File: src/rtl/conv_pkg.sv
// Shared types for the conv pixel-stream path.
package conv_pkg;

    localparam int PIXEL_W = 8;

    typedef logic [PIXEL_W-1:0] pixel_t;

endpackage : conv_pkg

File: src/rtl/conv_pixel_tx_if.sv
// Pixel bundles around conv_pixel_tx: upstream ready/valid source and the
// backpressure-free stream into the conv line buffer.

interface conv_src_if;

    logic             vld;
    conv_pkg::pixel_t dat;
    logic             rdy;

    modport master (output vld, output dat, input  rdy);
    modport slave  (input  vld, input  dat, output rdy);

endinterface : conv_src_if

interface conv_pix_if;

    logic             vld;
    conv_pkg::pixel_t dat;
    logic             eol;

    modport master (output vld, output dat, output eol);
    modport slave  (input  vld, input  dat, input  eol);

endinterface : conv_pix_if

File: src/rtl/conv_pixel_tx.sv
// Source end of the conv pixel stream: paces pixels from a ready/valid producer
// into the line buffer, marks end-of-line and inserts blanking after each line.
module conv_pixel_tx #(
    parameter int W_MAX   = 1920,
    parameter int H_MAX   = 1080,
    parameter int BLANK_N = 2
) (
    input  logic                         clk,
    input  logic                         arst_n,
    input  logic [$clog2(W_MAX+1)-1:0]   cfg_width_i,
    input  logic [$clog2(H_MAX+1)-1:0]   cfg_height_i,
    input  logic                         start_i,
    output logic                         busy_o,
    output logic                         done_o,
    conv_src_if.slave                    src,
    conv_pix_if.master                   pix
);

    localparam int XW         = $clog2(W_MAX + 1);
    localparam int YW         = $clog2(H_MAX + 1);
    localparam int BW         = (BLANK_N > 1) ? $clog2(BLANK_N) : 1;
    localparam int BLANK_INIT = (BLANK_N > 0) ? BLANK_N - 1 : 0;

    localparam logic [XW-1:0] X_ONE   = XW'(1);
    localparam logic [YW-1:0] Y_ONE   = YW'(1);
    localparam logic [XW-1:0] W_LIMIT = XW'(W_MAX);
    localparam logic [YW-1:0] H_LIMIT = YW'(H_MAX);
    localparam logic [BW-1:0] B_ONE   = BW'(1);
    localparam logic [BW-1:0] B_INIT  = BW'(BLANK_INIT);

    typedef enum logic [1:0] {
        IDLE  = 2'd0,
        LINE  = 2'd1,
        BLANK = 2'd2
    } state_e;

    state_e           state_q;
    logic [XW-1:0]    width_q;
    logic [YW-1:0]    height_q;
    logic [XW-1:0]    x_q;
    logic [YW-1:0]    y_q;
    logic [BW-1:0]    blank_q;
    logic             done_q;
    logic             pix_vld_q;
    logic             pix_eol_q;
    conv_pkg::pixel_t pix_dat_q;

    logic [XW-1:0]    width_d;
    logic [YW-1:0]    height_d;
    logic             accept;
    logic             x_last;
    logic             y_last;

    // Configuration is clamped before latching so the counters can never run
    // past the widths they were sized for.
    assign width_d  = (cfg_width_i  > W_LIMIT) ? W_LIMIT : cfg_width_i;
    assign height_d = (cfg_height_i > H_LIMIT) ? H_LIMIT : cfg_height_i;

    assign accept = (state_q == LINE) && src.vld;
    assign x_last = (x_q == width_q - X_ONE);
    assign y_last = (y_q == height_q - Y_ONE);

    always_ff @(posedge clk or negedge arst_n) begin
        if (!arst_n) begin
            state_q   <= IDLE;
            width_q   <= '0;
            height_q  <= '0;
            x_q       <= '0;
            y_q       <= '0;
            blank_q   <= '0;
            done_q    <= 1'b0;
            pix_vld_q <= 1'b0;
            pix_eol_q <= 1'b0;
            pix_dat_q <= '0;
        end else begin
            // NOTE: every register here uses <= so all of them see the
            // pre-edge values of each other, independent of statement order.
            pix_vld_q <= accept;
            pix_eol_q <= accept && x_last;
            done_q    <= 1'b0;
            if (accept) begin
                pix_dat_q <= src.dat;
            end

            case (state_q)
                IDLE: begin
                    if (start_i) begin
                        width_q  <= width_d;
                        height_q <= height_d;
                        x_q      <= '0;
                        y_q      <= '0;
                        if ((width_d == '0) || (height_d == '0)) begin
                            done_q <= 1'b1;
                        end else begin
                            state_q <= LINE;
                        end
                    end
                end

                LINE: begin
                    if (src.vld) begin
                        if (x_last) begin
                            x_q <= '0;
                            if (y_last) begin
                                // done_q lands with the final pixel's vld/eol.
                                y_q     <= '0;
                                done_q  <= 1'b1;
                                state_q <= IDLE;
                            end else begin
                                y_q <= y_q + Y_ONE;
                                if (BLANK_N > 0) begin
                                    blank_q <= B_INIT;
                                    state_q <= BLANK;
                                end
                            end
                        end else begin
                            x_q <= x_q + X_ONE;
                        end
                    end
                end

                BLANK: begin
                    if (blank_q == '0) begin
                        state_q <= LINE;
                    end else begin
                        blank_q <= blank_q - B_ONE;
                    end
                end

                default: state_q <= IDLE;
            endcase
        end
    end

    // Upstream ready decodes the registered state only, so src.vld never
    // reaches src.rdy combinationally.
    assign src.rdy = (state_q == LINE);
    assign busy_o  = (state_q != IDLE);
    assign done_o  = done_q;

    assign pix.vld = pix_vld_q;
    assign pix.dat = pix_dat_q;
    assign pix.eol = pix_eol_q;

endmodule : conv_pixel_tx
File: src/flat_wrapper.sv
// flat-port wrapper written by rule: the top's interface ports become plain ports
module conv_pixel_tx_flat 
#(
    parameter int W_MAX   = 1920,
    parameter int H_MAX   = 1080,
    parameter int BLANK_N = 2
)
  (clk, arst_n, cfg_width_i, cfg_height_i, start_i, busy_o, done_o, src_vld, src_dat, src_rdy, pix_vld, pix_dat, pix_eol);
  conv_src_if src_i ();
  conv_pix_if pix_i ();
  input  logic clk;
  input  logic arst_n;
  input  logic [$clog2(W_MAX+1)-1:0] cfg_width_i;
  input  logic [$clog2(H_MAX+1)-1:0] cfg_height_i;
  input  logic start_i;
  output logic busy_o;
  output logic done_o;
  input wire logic [$bits(src_i.vld)-1:0] src_vld;
  input wire logic [$bits(src_i.dat)-1:0] src_dat;
  output wire logic [$bits(src_i.rdy)-1:0] src_rdy;
  output wire logic [$bits(pix_i.vld)-1:0] pix_vld;
  output wire logic [$bits(pix_i.dat)-1:0] pix_dat;
  output wire logic [$bits(pix_i.eol)-1:0] pix_eol;
  assign src_i.vld = src_vld;
  assign src_i.dat = src_dat;
  assign src_rdy = src_i.rdy;
  assign pix_vld = pix_i.vld;
  assign pix_dat = pix_i.dat;
  assign pix_eol = pix_i.eol;
  conv_pixel_tx #(.W_MAX(W_MAX), .H_MAX(H_MAX), .BLANK_N(BLANK_N)) u_core (.clk(clk), .arst_n(arst_n), .cfg_width_i(cfg_width_i), .cfg_height_i(cfg_height_i), .start_i(start_i), .busy_o(busy_o), .done_o(done_o), .src(src_i), .pix(pix_i));
endmodule
File: config.mk
export PLATFORM = sky130hd
export DESIGN_NAME = conv_pixel_tx_flat
export DESIGN_NICKNAME = d
export VERILOG_FILES = /design/src/rtl/conv_pkg.sv /design/src/rtl/conv_pixel_tx_if.sv /design/src/rtl/conv_pixel_tx.sv /design/src/flat_wrapper.sv
export SDC_FILE = /design/constraint.sdc
export NUM_CORES = 1
export LEC_CHECK = 0
export ABC_CLOCK_PERIOD_IN_PS = 3900
export BUFFER_PORTS_ARGS = -buffer_cell sky130_fd_sc_hd__buf_2
export CORE_ASPECT_RATIO = 0.5
export CORE_MARGIN = 2
export CORE_UTILIZATION = 50
export DETAILED_ROUTE_END_ITERATION = 12
export PLACE_DENSITY = 0.8
export SYNTH_ARGS = -nofsm -noshare
export SYNTH_HDL_FRONTEND = slang
export SYNTH_SLANG_ARGS = --single-unit
export TNS_END_PERCENT = 50
File: constraint.sdc
create_clock -name clk -period 3.9 [get_ports clk]
set_input_delay 0.39 -clock clk [delete_from_list [all_inputs] [get_ports clk]]
set_output_delay 0.39 -clock clk [all_outputs]
set_load 0.03 [all_outputs]
## Word-level counts from Yosys, hierarchy flattened

Cells that the tools add are included.

- Output and inout bits: 13
- Flip-flop bits (word level): 58
- Bits of input ports: 34

- Reductions and logical operators: 14
- Mux-type cells: 28
- Add/sub/neg operators: 5
- Order comparisons: 2
- Equal/unequal tests: 10

Operators by type and width:

| operator | count |
|---|---|
| $mux W11 | 8 |
| $pmux W11 S2 | 2 |
| $add A11 B1 Y11 const B | 2 |
| $eq A11 B11 Y1 | 2 |
| $gt A11 B11 Y1 const B | 2 |
| $logic_not A11 Y1 | 2 |
| $sub A11 B1 Y11 const B | 2 |
| $mux W2 | 6 |
| $ne A2 B2 Y1 const B | 5 |
| $mux W1 | 9 |
| $reduce_and A4 Y1 | 2 |
| $pmux W2 S3 | 1 |
| $reduce_bool A2 Y1 | 3 |
| $reduce_and A5 Y1 | 1 |
| $pmux W1 S2 | 2 |
| $reduce_and A3 Y1 | 1 |
| $eq A2 B1 Y1 const B | 1 |
| $eq A2 B2 Y1 const B | 1 |
| $logic_and A1 B1 Y1 | 2 |
| $logic_not A2 Y1 | 1 |
| $ne A2 B1 Y1 const B | 1 |
| $reduce_and A2 Y1 | 1 |
| $logic_or A1 B1 Y1 | 1 |
| $sub A1 B1 Y1 const B | 1 |

## Logic depth before layout (Yosys ltp)

Gate-level depths: netlist (run 1).

- Depth in word-level cells: 7
- Mapped depth: 12
- Gate-level depth less buffers: 10

## Worst setup path after synthesis (run 1)

OpenSTA, ideal clock, no wires.

- Path kind: reg2reg
- Start: reg u_core.width_q[3]
- End: reg u_core.y_q[10]
- Library setup time: 0.073 ns
- Required time: 3.827 ns
- Cell stages (with the launch flop): 10
- Slack: 0.917 ns
- Clock period less this slack: 2.983 ns
- Data arrival time: 2.909 ns
- Cells stage by stage: dfrtp_1 buf_6 or4_4 or3_4 or4_4 nor2_4 a21oi_2 and2_4 or4_4 a21oi_2

- Word-level cells in the longest chain between the ends: 4

Ends and longest elaborated chain:

| item | RTL line | RTL |
|---|---|---|
| start: declaration | conv_pixel_tx.sv:38 | `logic [XW-1:0] width_q;` |
| start signal: assignment | conv_pixel_tx.sv:88 | `width_q <= width_d;` |
| $sub A11 B1 Y11 | conv_pixel_tx.sv:60 | `assign x_last = (x_q == width_q - X_ONE);` |
| $eq A11 B11 Y1 | conv_pixel_tx.sv:60 |  |
| $ne A2 B1 Y1 (no source line) | -- |  |
| $reduce_and A4 Y1 (no source line) | -- |  |
| end signal: assignment | conv_pixel_tx.sv:110 | `y_q <= y_q + Y_ONE;` |
| end: declaration | conv_pixel_tx.sv:41 | `logic [YW-1:0] y_q;` |

Every way passes these cells.
A chain may end at the register's enable or synchronous reset.

## Worst setup path in the final report (run 1)

- Start: reg u_core.width_q[3]
- End: reg u_core.y_q[3]

The elaborated chain is that of the path after synthesis.

==> metrics, run 1 <==
status=finished clean; Buf/Inv on CP=0; diodes inserted=0; overall power=2820 µW; Max Root-Sink Buffers=2; clock latency at the later pin of the worst-skew pair=0.33 ns; sequential cell area=0.00145 mm²; synth warn=0; Detail Route Antenna Nets=0; Critical R2R Capture=u_core.y_q[3]; Post-Syn Area=0.00333 mm²; first-pass GRT wire length=12,900 µm; endpoint class of the critical path=flip-flop; post-layout minimum cycle time=3.47 ns; PwrDens=711 mW/mm²; initial antenna violation count=0; average vias per placed instance=5.89; top-count cell post-synth=dfrtp_1; worst endpoint required time=4.14 ns; Hold Crit Class=primary input to flip-flop; Synth Instances=356; Core Box Area=0.00626 mm²; Total Nets Final=441; max_slew headroom=45.7%; area grow syn2layout=18.8%; Max Freq=288 MHz; Psw=1040 µW; syn avg cell area=9.37 µm²; CP Launch Type=flip-flop; CP cell instances=or4_4 > nor4_1 > o32ai_1 > nor4_2 > nand4_1 > a21oi_1 > nand2_1 > o2bb2ai_1; Hold Violations, Final=0; Worst EP arrival=3.71 ns; # setup viols final=0; global route total overflow=0; worst r2r src=u_core.width_q[3]; Clock power frac=29.7%; R2R setup slack=0.43 ns; site row count=20; Max Fanout on Critical Path=11; Final WS setup=0.433 ns; Inserted Clock Buffers=9; syn nets=394; Finished Layout Cells=496; CTS HTree Levels=3; post-CTS resize count=0; Stages on worst setup path=8; Synth area leaders=dfrtp_1 (44%), nand2_1 (5.2%), xnor2_1 (4.5%); Die ar.=0.00738 mm²; clock sinks=58; Post-synth EDFFs=0; worst stage delay on the critical path=0.73 ns; Crit path max-delay family=simple AND/OR/NAND/NOR gates; Slowest cell on crit path=a21oi_1; IO Port Bufs=46; Hold Path Depth=3; Tot GR Track Use=23.3%; Yosys top cell by area=dfrtp_1; GP Congestion=0.846; largest net degree at the start of global routing=52; multi-input logic area=0.00177 mm²; switching share of power=36.9%; total number of vias=2,920; initial DRC count=238; Slew Limit Fails=0; worst setup path end=u_core.y_q[3]; Tcrit/Tclk final=88.9%; Place WS=0.588 ns; Slew @ Worst Pin=0.815 ns; skew final=0.00467 ns; drt total wl=8000 µm; CP Class=flip-flop to flip-flop; fillers=490; Int Power=1780 µW; Reg2Reg Depth=8; synth unique cells=52; Die Wd=119 µm; I/O pin cnt=47; sequential share of power=35.3%; Residual DRC=0; Synth top cells by count=dfrtp_1 (58), nand2_1 (46), nor2_1 (18), o21ai_0 (18), xnor2_1 (17); Setup TNS=0 ns; layout cells sized above 1=20.8%; Setup crit start=u_core.width_q[3]; first-pass iteration count of the detailed router=8; RSZ-0062 raised after global routing=no; Core Util, Final=63.3%; share of total power in combinational logic=34.9%; CTS root buf=clkbuf_16; wire per inst=16.1 µm; CTS clk-pin slew, worst paths=0.05 ns; Pleak=0.00169 µW; Seq cells post-synth=58; Initial Util=53.3%; vias in the first global route=2,773; ys async rst share=100%; register area share after synthesis=43.5%; Die Ht=61.7 µm; dpl hpwl=5770 µm; area share of the largest cell type after synthesis=43.5%; ys flop type=dfrtp_1; TritonCTS clock tree=done; worst-case vdd ir drop=416 µV; Placed Cells=479; maxcap violations=0
-- flip-flops by register name, indices dropped and copies added, names as in the netlist --
register / cells
u_core.blank_q: 1
u_core.done_o: 1
u_core.state_q: 2
u_core.pix.dat: 8
u_core.x_q: 11
u_core.pix.eol: 1
u_core.height_q: 11
u_core.pix.vld: 1
u_core.y_q: 11
u_core.width_q: 11
-- repair_timing --
item / CTS / global route
setup buffers: 0 / 0
endpoints found under the setup margin: 0 / 0
endpoints found under the hold margin: 7 / 0
hold buffers: 1 / 0
-- layer usage --
| layer | wire length (µm) | vias up | global-route usage (%) |
|---|---|---|---|
| li1 | - | 1381 | - |
| met1 | 3350 | 1414 | 27.3 |
| met2 | 4020 | 113 | 42.1 |
| met3 | 522 | 12 | 6.20 |
| met4 | 114 | 0 | 10.8 |
| met5 | 0 | - | 0 |
-- how the worst min path moves through the flow --
stage	startpoint	endpoint	slack, ns
2_1_floorplan	arst_n	u_core.blank_q	0.09
3_3_place_gp	arst_n	u_core.pix.dat[4]	0.23
3_5_place_dp	arst_n	u_core.pix.dat[2]	0.24
4_1_cts	cfg_width_i[10]	u_core.width_q[10]	0.28
5_1_grt	src_dat[3]	u_core.pix.dat[3]	0.29
6_report	cfg_width_i[10]	u_core.width_q[10]	0.29
-- through the flow --
stage | hold slack, ns | cell area (µm²)
2_1_floorplan | 0.0944 | 3330
3_3_place_gp | 0.231 | 3630
3_5_place_dp | 0.236 | 3630
4_1_cts | 0.281 | 3960
5_1_grt | 0.291 | 3960
6_report | 0.290 | 3960
-- layout by cell type (no fill, tap or decap), types with 3 or more instances in the layout --
cell type | synthesis | routed
a21oi_1 | 16 | 16
a22o_1 | 7 | 7
a31oi_1 | 4 | 4
and2_1 | 6 | 6
and3_1 | 4 | 4
buf_2 | 1 | 46
clkbuf_16 | 0 | 9
dfrtp_1 | 58 | 58
ha_1 | 4 | 4
inv_1 | 14 | 14
mux2_2 | 9 | 9
mux2i_1 | 5 | 5
nand2_1 | 46 | 46
nand2b_1 | 10 | 10
nand3_1 | 11 | 11
nand3b_1 | 4 | 4
nand4_1 | 7 | 7
nor2_1 | 18 | 18
nor2b_1 | 4 | 4
nor3_1 | 9 | 9
nor4_1 | 9 | 9
nor4_2 | 3 | 3
o21ai_0 | 18 | 18
o22a_1 | 3 | 3
o22ai_1 | 4 | 4
o2bb2ai_1 | 4 | 4
o31ai_1 | 4 | 4
or3_1 | 5 | 5
or4_4 | 3 | 3
xnor2_1 | 17 | 17
xor2_1 | 13 | 13
-- final cells by class --
class                      instances  share of cell area, %
clock buffer                      11                   6.13
clock inverter                     5                   1.96
sequential                        58                   36.6
multi-input combinational        271                   44.7
timing repair buffer              49                   6.44
tap                               88                   2.78
inverter                          14                   1.33
-- power groups by stage --
stage	sequential, µW	combinational, µW	clock (µW)
after floorplan	979	742	0
after global placement	983	920	0
after detailed placement	997	965	0
after CTS	989	978	850
after global routing	1020	1090	877
final	995	984	838
-- kinds of logic (layout without fill, tap and decap cells) --
group	after synthesis	in the layout	share of synthesized area [%]
buf+inv	27	79	3.30
xor+xnor	30	30	7.88
compound gates	75	75	15.0
fa+ha+maj	4	4	1.50
flops	58	58	43.5
mux	14	14	4.54
simple gates	148	148	24.2
-- tightest hold or removal path, stage by stage --
cell and delay, ns:
buf_2 0.10, nand2_1 0.05, nand2_1 0.05
Note: power is estimated with default switching activity, not from simulation.
==> run 2: changes to the inputs <==
BUFFER_PORTS_ARGS = -buffer_cell sky130_fd_sc_hd__buf_4   (was -buffer_cell sky130_fd_sc_hd__buf_2)
==> metrics, run 2 (synthesis results as in run 1) <==
sequential share of power=35.0% (-0.3 points); status=finished clean; area grow syn2layout=21.9%; Hold Violations, Final=0 (unchanged); largest net degree at the start of global routing=59 (+13%); Psw=1040 µW (-0.31%); Int Power=1810 µW (+1.7%); Initial Util=53.3% (unchanged); Core Box Area=0.00626 mm² (unchanged); initial antenna violation count=0 (unchanged); commonest non-fill, non-tap cell in the layout=dfrtp_1; Worst EP arrival=3.55 ns (-0.16 ns); share of total power in combinational logic=35.5% (+0.6 points); worst r2r src=u_core.width_q[3]; worst endpoint required time=4.11 ns (-0.03 ns); CP Launch Type=flip-flop; R2R setup slack=0.55 ns (+0.12 ns); Total Nets Final=439 (-0.45%); Max Root-Sink Buffers=2 (unchanged); Detail Route Antenna Nets=0 (unchanged); most frequent cells in the layout=dfrtp_1 (58), buf_4 (47), nand2_1 (46); Die ar.=0.00738 mm² (unchanged); I/O pin cnt=47 (unchanged); Die Ht=61.7 µm (unchanged); initial DRC count=198 (-17%); CTS HTree Levels=3 (unchanged); post-CTS resize count=0 (unchanged); TritonCTS clock tree=done; maxcap violations=0 (unchanged); Slew @ Worst Pin=0.802 ns (-0.0128 ns); CP Class=flip-flop to flip-flop; Reg2Reg Depth=8 (unchanged); overall power=2840 µW (+0.94%); postcts setup bufs=0 (unchanged); Slew Limit Fails=0 (unchanged); # hold bufs at CTS=0 (-1); clock sinks=58 (unchanged); Max Freq=299 MHz (+3.5%); worst-case vdd ir drop=386 µV (-7.1%); Residual DRC=0 (unchanged); max_slew headroom=46.5% (+0.86 points); GP Congestion=0.875 (+3.5%); PwrDens=699 mW/mm² (-1.6%); endpoint class of the critical path=flip-flop; # setup viols final=0 (unchanged); first-pass iteration count of the detailed router=5 (-3); drt total wl=8100 µm (+1.2%); placed instance area=0.00374 mm² (+3.0%); Setup crit start=u_core.width_q[3]; site row count=20 (unchanged); Critical R2R Capture=u_core.y_q[3]; CTS clk-pin slew, worst paths=0.05 ns (about the same); switching share of power=36.5% (-0.46 points); skew final=0.00682 ns (+0.00214 ns); Die Wd=119 µm (unchanged); Tot GR Track Use=23.6% (+0.28 points); dpl hpwl=5780 µm (+0.21%); post-layout minimum cycle time=3.35 ns (-0.118 ns); IO Port Bufs=46 (unchanged); Clock power frac=29.5% (-0.2 points); worst setup path end=u_core.y_q[3]; fin area=0.00406 mm² (+2.6%); layout cells sized above 1=20.7% (-0.093 points); Max Fanout on Critical Path=11 (unchanged); vias in the first global route=2,877 (+3.8%); Setup TNS=0 ns (unchanged); Hold Crit Class=primary input to async pin; first-pass GRT wire length=13,300 µm (+3.0%); RSZ-0062 raised after global routing=no; average vias per placed instance=5.79 (-1.7%); diodes inserted=0 (unchanged); Inserted Clock Buffers=9 (unchanged); CTS root buf=clkbuf_16; wire per inst=16.4 µm (+1.8%); Pleak=0.00172 µW (+2.1%); clock latency at the later pin of the worst-skew pair=0.33 ns (about the same); Tcrit/Tclk final=85.9% (-3.0 points); global route total overflow=0 (unchanged); total number of vias=2,853 (-2.3%)
-- run 2: cell count changes in the layout (fill, tap and decap cells not counted), sizes merged --
cell / change
clkbuf: +3
clkinv: -2
buf: -1
bufinv: -1
clkinvlp: -1
dlygate4sd3: -1
-- run 2: final cells by class --
| type | instances | area (µm²) |
|---|---|---|
| Inverter | 14 | 52.6 |
| Tap cell | 88 | 110 |
| Fill cell | 507 | 2190 |
| Timing Repair Buffer | 47 | 353 |
| Multi-Input combinational cell | 271 | 1770 |
| Sequential cell | 58 | 1450 |
| Clock inverter | 1 | 30.0 |
| Clock buffer | 14 | 294 |
-- run 2: worst min-delay path by stage --
| stage | to | cells past startpoint |
|---|---|---|
| final | u_core.width_q[5] | 1 |
| after global routing | u_core.x_q[2] | 1 |
| after CTS | u_core.width_q[5] | 1 |
| after detailed placement | u_core.height_q[10] | 2 |
| after global placement | u_core.x_q[0] | 1 |
| after floorplan | u_core.blank_q | 0 |
-- run 2: metrics by stage --
step | setup WS (ns) | utilization, % | cells | hold slack, ns
final | 0.551 | 65.0 | 493 | 0.136
after global routing | 0.120 | 65.0 | 493 | 0.197
after CTS | 0.583 | 65.0 | 493 | 0.149
after detailed placement | 0.581 | 59.8 | 478 | 0.490
after global placement | 0.747 | 59.8 | 478 | 0.480
after floorplan | 0.917 | - | 356 | 0.0944
-- run 2: worst max-delay path, cell delays in order (launching register included) --
cell	delay, ns
dfrtp_1	0.45
or4_4	0.60
or3_4	0.36
or4_4	0.50
nor2_4	0.13
a21oi_2	0.11
a21oi_1	0.69
o31ai_1	0.20
o2bb2ai_1	0.18
-- run 2: power groups by stage --
stage                     Clock (µW)  Sequential [µW]  Combinational (µW)
after floorplan                    0              979                 742
after global placement             0              984                 946
after detailed placement           0              999                 994
after CTS                        849              990                1010
after global routing             878             1020                1130
final                            840              993                1010
-- run 2: layer usage --
layer	track usage [%]	wire, µm	vias up
met5	0	0	-
met4	9.41	118	0
met3	8.39	432	11
met2	40.7	3960	85
met1	28.2	3590	1389
li1	-	-	1368
